--- src/rtl/cajero_pkg.sv ---
// Shared definitions for the ATM keypad front end and its controller.
// Latency: n/a (types and constants only).
// Backpressure: n/a.
// Contents: key codes, front-end FSM state encoding, amount/counter widths,
//           and a small key classification helper.
package cajero_pkg;

  localparam int MONTO_W = 32;
  localparam int CNT_W   = 4;

  localparam logic [3:0] TECLA_BORRAR    = 4'hA;
  localparam logic [3:0] TECLA_RETROCESO = 4'hB;
  localparam logic [3:0] TECLA_ACEPTAR   = 4'hC;

  typedef enum logic [1:0] {
    ESPERA    = 2'd0,
    CONVERTIR = 2'd1,
    ENTREGAR  = 2'd2
  } estado_t;

  function automatic logic es_digito(input logic [3:0] t);
    return (t <= 4'd9);
  endfunction

endpackage

--- src/rtl/entrada_teclado_if.sv ---
// Keypad-side and controller-side signal bundle of the keypad front end.
// Latency: n/a (wiring only).
// Backpressure: none; keys are strobes, outputs are one-cycle strobes.
// Ports: master = key source / consumer (drives card, mode, keys);
//        slave  = entrada_teclado (drives digit, amount, count, status).
interface entrada_teclado_if;
  import cajero_pkg::*;

  logic               tarjeta_recibida;
  logic               modo_monto;
  logic [3:0]         tecla;
  logic               tecla_stb;
  logic [3:0]         digito;
  logic               digito_stb;
  logic [MONTO_W-1:0] monto;
  logic               monto_stb;
  logic [CNT_W-1:0]   digitos_cnt;
  logic               ocupado;
  logic               tecla_invalida;

  modport master (
    output tarjeta_recibida, modo_monto, tecla, tecla_stb,
    input  digito, digito_stb, monto, monto_stb, digitos_cnt, ocupado,
           tecla_invalida
  );

  modport slave (
    input  tarjeta_recibida, modo_monto, tecla, tecla_stb,
    output digito, digito_stb, monto, monto_stb, digitos_cnt, ocupado,
           tecla_invalida
  );

endinterface

--- src/rtl/bcd_a_binario.sv ---
// Iterative BCD to binary converter: one x10+digit step per cycle, oldest digit first.
// Latency: start edge loads, then cnt step edges; done is high during the last step.
// Backpressure: none; start reloads unconditionally, abort stops it.
// Ports: start/abort control, cnt = digits to convert, buffer = BCD digits
//        (index 0 newest); done = last step this cycle, resultado = accumulator.
module bcd_a_binario
  import cajero_pkg::*;
#(
  parameter int MAX_DIGITOS = 9
) (
  input  logic                        clk,
  input  logic                        rst,
  input  logic                        start,
  input  logic                        abort,
  input  logic [CNT_W-1:0]            cnt,
  input  logic [MAX_DIGITOS-1:0][3:0] buffer,
  output logic                        done,
  output logic [MONTO_W-1:0]          resultado
);

  // Digits are captured at start so that the caller may clear its own
  // buffer (e.g. on a mode change) without corrupting a running conversion.
  logic [MAX_DIGITOS-1:0][3:0] bcd;
  logic [CNT_W-1:0]            idx;
  logic                        activo;
  logic [MONTO_W-1:0]          acc;
  logic [MONTO_W-1:0]          paso;
  logic [3:0]                  dig_sel;

  // Mux written as a compare loop so idx values beyond the buffer read 0.
  always_comb begin
    dig_sel = 4'd0;
    for (int i = 0; i < MAX_DIGITOS; i++) begin
      if (idx == CNT_W'(i)) dig_sel = bcd[i];
    end
  end

  assign paso      = (acc << 3) + (acc << 1) + MONTO_W'(dig_sel);
  assign done      = activo && (idx == '0);
  assign resultado = acc;

  always_ff @(posedge clk or negedge rst) begin
    if (!rst) begin
      bcd    <= '0;
      idx    <= '0;
      acc    <= '0;
      activo <= 1'b0;
    end else if (abort) begin
      activo <= 1'b0;
    end else if (start) begin
      bcd    <= buffer;
      idx    <= cnt - CNT_W'(1);
      acc    <= '0;
      activo <= 1'b1;
    end else if (activo) begin
      acc <= paso;
      if (idx == '0) activo <= 1'b0;
      else           idx    <= idx - CNT_W'(1);
    end
  end

endmodule

--- src/rtl/entrada_teclado.sv ---
// Keypad front end: PIN digit strobes, BCD amount buffer, and amount conversion to binary.
// Latency: key responses 1 cycle after the strobe; amount strobe cnt+1 cycles after aceptar.
// Backpressure: none; keys arriving while busy are dropped and flagged as invalid.
// Ports: clk, rst (async, active-low), io (entrada_teclado_if.slave): card/mode/key
//        inputs; digit, amount, digit count, busy and invalid-key outputs.
module entrada_teclado
  import cajero_pkg::*;
#(
  parameter int MAX_DIGITOS = 9  // 2..9 so that 10^N-1 fits in 32 bits
) (
  input  logic                    clk,
  input  logic                    rst,
  entrada_teclado_if.slave        io
);

  estado_t                     estado, estado_n;
  logic                        modo_q;
  logic                        cambio_modo;
  logic [MAX_DIGITOS-1:0][3:0] buffer, buffer_n, buf_eff;
  logic [CNT_W-1:0]            cnt_q, cnt_n, cnt_eff;
  logic [3:0]                  digito_q, digito_n;
  logic                        digito_stb_q, digito_stb_n;
  logic [MONTO_W-1:0]          monto_q, monto_n;
  logic                        monto_stb_q, monto_stb_n;
  logic                        ocupado_q, ocupado_n;
  logic                        invalida_q, invalida_n;
  logic                        conv_start, conv_abort, conv_done;
  logic [MONTO_W-1:0]          conv_res;

  bcd_a_binario #(.MAX_DIGITOS(MAX_DIGITOS)) u_conv (
    .clk       (clk),
    .rst       (rst),
    .start     (conv_start),
    .abort     (conv_abort),
    .cnt       (cnt_eff),
    .buffer    (buf_eff),
    .done      (conv_done),
    .resultado (conv_res)
  );

  always_ff @(posedge clk or negedge rst) begin
    if (!rst) estado <= ESPERA;
    else      estado <= estado_n;
  end

  always_comb begin
    // A mode change empties the buffer in the same cycle, so a key sampled
    // together with the change already sees the empty buffer.
    cambio_modo  = (io.modo_monto != modo_q);
    buf_eff      = cambio_modo ? '0 : buffer;
    cnt_eff      = cambio_modo ? '0 : cnt_q;
    estado_n     = estado;
    buffer_n     = buf_eff;
    cnt_n        = cnt_eff;
    digito_n     = digito_q;
    digito_stb_n = 1'b0;
    monto_n      = monto_q;
    monto_stb_n  = 1'b0;
    invalida_n   = 1'b0;
    conv_start   = 1'b0;
    conv_abort   = 1'b0;

    if (!io.tarjeta_recibida) begin
      // Card removal wins over everything, including a key in the same cycle.
      estado_n   = ESPERA;
      buffer_n   = '0;
      cnt_n      = '0;
      conv_abort = 1'b1;
    end else begin
      unique case (estado)
        ESPERA: begin
          if (io.tecla_stb) begin
            if (!io.modo_monto) begin
              if (es_digito(io.tecla)) begin
                digito_n     = io.tecla;
                digito_stb_n = 1'b1;
              end else begin
                invalida_n = 1'b1;
              end
            end else if (es_digito(io.tecla)) begin
              if (cnt_eff < CNT_W'(MAX_DIGITOS)) begin
                buffer_n = {buf_eff[MAX_DIGITOS-2:0], io.tecla};
                cnt_n    = cnt_eff + CNT_W'(1);
              end else begin
                invalida_n = 1'b1;
              end
            end else begin
              case (io.tecla)
                TECLA_BORRAR: begin
                  buffer_n = '0;
                  cnt_n    = '0;
                end
                TECLA_RETROCESO: begin
                  if (cnt_eff == '0) begin
                    invalida_n = 1'b1;
                  end else begin
                    buffer_n = {4'h0, buf_eff[MAX_DIGITOS-1:1]};
                    cnt_n    = cnt_eff - CNT_W'(1);
                  end
                end
                TECLA_ACEPTAR: begin
                  if (cnt_eff == '0) begin
                    invalida_n = 1'b1;
                  end else begin
                    conv_start = 1'b1;
                    estado_n   = CONVERTIR;
                  end
                end
                default: invalida_n = 1'b1;
              endcase
            end
          end
        end
        CONVERTIR: begin
          invalida_n = io.tecla_stb;
          if (conv_done) begin
            buffer_n = '0;
            cnt_n    = '0;
            estado_n = ENTREGAR;
          end
        end
        ENTREGAR: begin
          // monto is loaded here, not at the last step, so a card removal
          // during the final step leaves the previous amount untouched.
          invalida_n  = io.tecla_stb;
          monto_n     = conv_res;
          monto_stb_n = 1'b1;
          estado_n    = ESPERA;
        end
        default: estado_n = ESPERA;
      endcase
    end

    ocupado_n = (estado_n != ESPERA);
  end

  always_ff @(posedge clk or negedge rst) begin
    if (!rst) begin
      modo_q       <= 1'b0;
      buffer       <= '0;
      cnt_q        <= '0;
      digito_q     <= '0;
      digito_stb_q <= 1'b0;
      monto_q      <= '0;
      monto_stb_q  <= 1'b0;
      ocupado_q    <= 1'b0;
      invalida_q   <= 1'b0;
    end else begin
      modo_q       <= io.modo_monto;
      buffer       <= buffer_n;
      cnt_q        <= cnt_n;
      digito_q     <= digito_n;
      digito_stb_q <= digito_stb_n;
      monto_q      <= monto_n;
      monto_stb_q  <= monto_stb_n;
      ocupado_q    <= ocupado_n;
      invalida_q   <= invalida_n;
    end
  end

  assign io.digito         = digito_q;
  assign io.digito_stb     = digito_stb_q;
  assign io.monto          = monto_q;
  assign io.monto_stb      = monto_stb_q;
  assign io.digitos_cnt    = cnt_q;
  assign io.ocupado        = ocupado_q;
  assign io.tecla_invalida = invalida_q;

endmodule

--- src/flat_wrapper.sv ---
// flat-port wrapper written by rule: the top's interface ports become plain ports
module entrada_teclado_flat import cajero_pkg::*;
#(
  parameter int MAX_DIGITOS = 9                                        
)
  (clk, rst, io_tarjeta_recibida, io_modo_monto, io_tecla, io_tecla_stb, io_digito, io_digito_stb, io_monto, io_monto_stb, io_digitos_cnt, io_ocupado, io_tecla_invalida);
  entrada_teclado_if io_i ();
  input  logic clk;
  input  logic rst;
  input wire logic [$bits(io_i.tarjeta_recibida)-1:0] io_tarjeta_recibida;
  input wire logic [$bits(io_i.modo_monto)-1:0] io_modo_monto;
  input wire logic [$bits(io_i.tecla)-1:0] io_tecla;
  input wire logic [$bits(io_i.tecla_stb)-1:0] io_tecla_stb;
  output wire logic [$bits(io_i.digito)-1:0] io_digito;
  output wire logic [$bits(io_i.digito_stb)-1:0] io_digito_stb;
  output wire logic [$bits(io_i.monto)-1:0] io_monto;
  output wire logic [$bits(io_i.monto_stb)-1:0] io_monto_stb;
  output wire logic [$bits(io_i.digitos_cnt)-1:0] io_digitos_cnt;
  output wire logic [$bits(io_i.ocupado)-1:0] io_ocupado;
  output wire logic [$bits(io_i.tecla_invalida)-1:0] io_tecla_invalida;
  assign io_i.tarjeta_recibida = io_tarjeta_recibida;
  assign io_i.modo_monto = io_modo_monto;
  assign io_i.tecla = io_tecla;
  assign io_i.tecla_stb = io_tecla_stb;
  assign io_digito = io_i.digito;
  assign io_digito_stb = io_i.digito_stb;
  assign io_monto = io_i.monto;
  assign io_monto_stb = io_i.monto_stb;
  assign io_digitos_cnt = io_i.digitos_cnt;
  assign io_ocupado = io_i.ocupado;
  assign io_tecla_invalida = io_i.tecla_invalida;
  entrada_teclado #(.MAX_DIGITOS(MAX_DIGITOS)) u_core (.clk(clk), .rst(rst), .io(io_i));
endmodule
--- config.mk ---
export PLATFORM = sky130hd
export DESIGN_NAME = entrada_teclado_flat
export DESIGN_NICKNAME = d
export VERILOG_FILES = /design/src/rtl/cajero_pkg.sv /design/src/rtl/entrada_teclado_if.sv /design/src/rtl/bcd_a_binario.sv /design/src/rtl/entrada_teclado.sv /design/src/flat_wrapper.sv
export SDC_FILE = /design/constraint.sdc
export NUM_CORES = 1
export LEC_CHECK = 0
export CAP_MARGIN = 5
export CORE_ASPECT_RATIO = 2
export CORE_MARGIN = 2
export CORE_UTILIZATION = 30
export DETAILED_ROUTE_END_ITERATION = 8
export PLACE_DENSITY = 0.44
export SYNTH_ARGS = -nofsm -noshare
export SYNTH_HDL_FRONTEND = slang
export SYNTH_SLANG_ARGS = --single-unit
--- constraint.sdc ---
create_clock -name clk -period 6.6 [get_ports clk]
set_clock_uncertainty 0.15 [all_clocks]
set_input_delay 1.32 -clock clk [delete_from_list [all_inputs] [get_ports clk]]
set_output_delay 1.32 -clock clk [all_outputs]
set_load 0.1 [all_outputs]
==> metrics <==
crit start category flip-flop; Setup TNS Final 0 ns; cell taking the most area after synthesis dfrtp_1; Ports 53; root buf cell clkbuf_16; DR vias roughly 7900; routability cong. 0.798; CP Data Required Time ~7 ns; delay-heaviest family, CP compound AO/OA/AOI/OAI gates; most frequent cell after synthesis dfrtp_1; Mapped Cells ~1000; First DRT Iteration DRCs ~620; GRT Residual Overflow 0; Seq/Total Area, Yosys between 40% and 50%; top cells by area, synth dfrtp_1 41%, ha_1 9.0%, nand2_1 5.8%; Power Density around 210 mW/mm^2; CTS Sinks about 160; Syn Std Cell Area about 0.0095 mm^2; Buffers & Inverters on Critical Path 2; Tcrit/Tclk final ~84%; GR Util met1 roughly a quarter; die area between 0.03 and 0.04 mm^2; P_leak 4.98 nW; Top FF cell, synth dfrtp_1; CTS Buf Count 17; post-cts sizing count 0; cells along the critical path inv_1, ha_1, nor2b_1, a221oi_1, o31ai_1, o21ai_0, a311oi_1, a31oi_1, o221ai_1, mux2_2, ha_1, ha_1, inv_1, fa_1, nor2b_1, o21a_1, o21ai_1, a211o_1, a21oi_1, o21ai_1, a2111oi_2, nor3_1, o31ai_1; Max clock buf depth 2; CP max stage cell a2111oi_2; postcts setup bufs 0; total wire length between 20 and 30 mm; Ant. Diodes 0; Crit. End Element flip-flop; RSZ-0062 raised after global routing no; initial antenna violation count 0; Detailed Place HPWL 18.9 mm; first-pass GRT wire length 45.3 mm; fraction of registers with async set/reset 100%; DIE HEIGHT between 200 and 300 um; wire per inst approximately 18 um; vias in the first global route about 8000; # nets final between 1000 and 1500; Initial Utilization slightly above 30%; hold_ws 0.327 ns; core area around 0.031 mm^2; CP Data Arrival Time 5.74 ns; actual slew at the worst max-slew pin 1.01 ns; critical path class reg2reg; library cells used by synthesis 74; Yosys reg bits about 160; HP Class reg2reg; grt peak-use layer met2; CP most frequent cell ha_1; Post-synth EDFFs 0; synth warn 0; DRT Pass-1 Iters 5; Worst slew margin 32.6%; clock slew at reported path FFs ~0.07 ns; max cap viols 0; endpoints failing setup 0; pin count of the biggest net entering global routing 76; Post-Syn Nets roughly 1100; f_max 181 MHz; worst-path fanout max 12; post-layout minimum cycle time approximately 5.5 ns; ranking of synthesized cells by instance count 156 x dfrtp_1, 146 x nand2_1, 79 x o21ai_0, 68 x ha_1, 64 x a21oi_1; CTS tree built; Worst VDD drop around 0.00019 V; met2 usage between 20% and 30%; Area Overhead vs Synth 17.1%; share of the synthesized area in the top cell type about two fifths; Die W between 100 and 150 um; status complete, no violations; Routed Antenna Nets 0; max-slew violations 0; met3 Usage GRT ~3.0%; DR vias/cell 5.29; layout cell share with drive strength beyond 1 9.98%; row cnt 92; post-cts hold buffer count 0; worst skew pair latency 0.45 ns; H-tree Lvls 4; Max stage delay on crit path between 0.4 and 0.5 ns; total track usage 17.6%; Buffers on Ports 52; Remaining DRCs 0; Avg Cell Area, Syn about 9.2 um^2; Fin. Hold Viols 0
-- kinds of logic after synthesis --
group	count (synthesis)	synth area share (%)
adder cells (fa/ha/maj)	70	9.41
multiplexers	40	4.69
AND/OR/NAND/NOR	303	14.3
buffers and inverters	84	3.43
XOR/XNOR	26	2.48
AO/OA/AOI/OAI	350	24.4
flip-flops	156	41.2
-- worst paths after layout --
kind                            slack, ns                  from  depth (start not counted)                          end
worst min register to register       0.33    u_core.io.monto[2]                          2           u_core.io.monto[2]
worst max register to register       1.07  u_core.u_conv.idx[1]                         23  u_core.u_conv.resultado[20]
worst max-delay path                 1.07  u_core.u_conv.idx[1]                         23  u_core.u_conv.resultado[20]
min in group asynchronous            0.74                   rst                          1             u_core.buffer[5]
worst min-delay path                 0.33    u_core.io.monto[2]                          2           u_core.io.monto[2]
max in group asynchronous            4.41                   rst                          2  u_core.u_conv.resultado[16]
-- final cells by class --
type	count	area, um^2
clock inverter	13	213
multi-input combinational	789	5260
tap	423	529
clock buffer	19	443
fill	3270	20200
timing repair buffer	68	642
sequential	156	3900
inverter	27	101
-- sequential cells by signal, summed over array words and instances (netlist names), 2 cells and up --
register,count
u_core.buffer,36
u_core.u_conv.bcd,36
u_core.io.monto,32
u_core.u_conv.resultado,32
u_core.io.digito,4
u_core.io.digitos_cnt,4
u_core.u_conv.idx,4
u_core.estado,2
-- where the power goes --
part / internal, mW / leakage [nW] / total (mW) / switching, mW
Clock: 0.684 / 0.310 / 1.12 / 0.440
Sequential: 0.969 / 2.16 / 0.983 / 0.0139
Combinational: 0.0614 / 2.51 / 0.224 / 0.163
Total: 1.71 / 4.98 / 2.33 / 0.617
-- tightest hold or removal path, stage by stage (launching register included) --
cell and delay [ns]:
dfrtp_1 0.34, nand2_1 0.04, o21ai_0 0.06
-- through the flow --
stage / setup WS (ns) / power, mW / cells / utilization (%) / area, um^2
after floorplan: 1.89 / 1.14 / 1029 / - / 9470
after global placement: 1.31 / 1.23 / 1463 / 33.3 / 10400
after detailed placement: 1.12 / 1.23 / 1463 / 33.3 / 10400
after CTS: 1.09 / 2.37 / 1495 / 35.4 / 11100
after global routing: 0.552 / 2.42 / 1495 / 35.4 / 11100
final: 1.07 / 2.33 / 1495 / 35.4 / 11100
-- layer usage --
| layer | share of wire [%] | vias up |
|---|---|---|
| li1 | - | 3817 |
| met5 | 0 | - |
| met3 | 3.6 | 31 |
| met1 | 49 | 3891 |
| met2 | 45 | 172 |
| met4 | 2.1 | 0 |
-- cells in the final DEF (no fill, tap or decap), types with 13 or more instances in the layout --
cell               n
o21ai_1           28
a21oi_1           64
clkdlybuf4s50_1   51
nor2_1            62
dfrtp_1          156
a22o_1            25
nand2_1          145
o21ai_0           78
a22oi_1           24
xor2_1            13
clkbuf_16         17
buf_4             16
nor3_1            22
ha_1              68
nand3_1           13
and2_1            16
o22ai_1           14
inv_1             27
mux2_2            35
No activity file was read; power rests on OpenSTA's default activity.
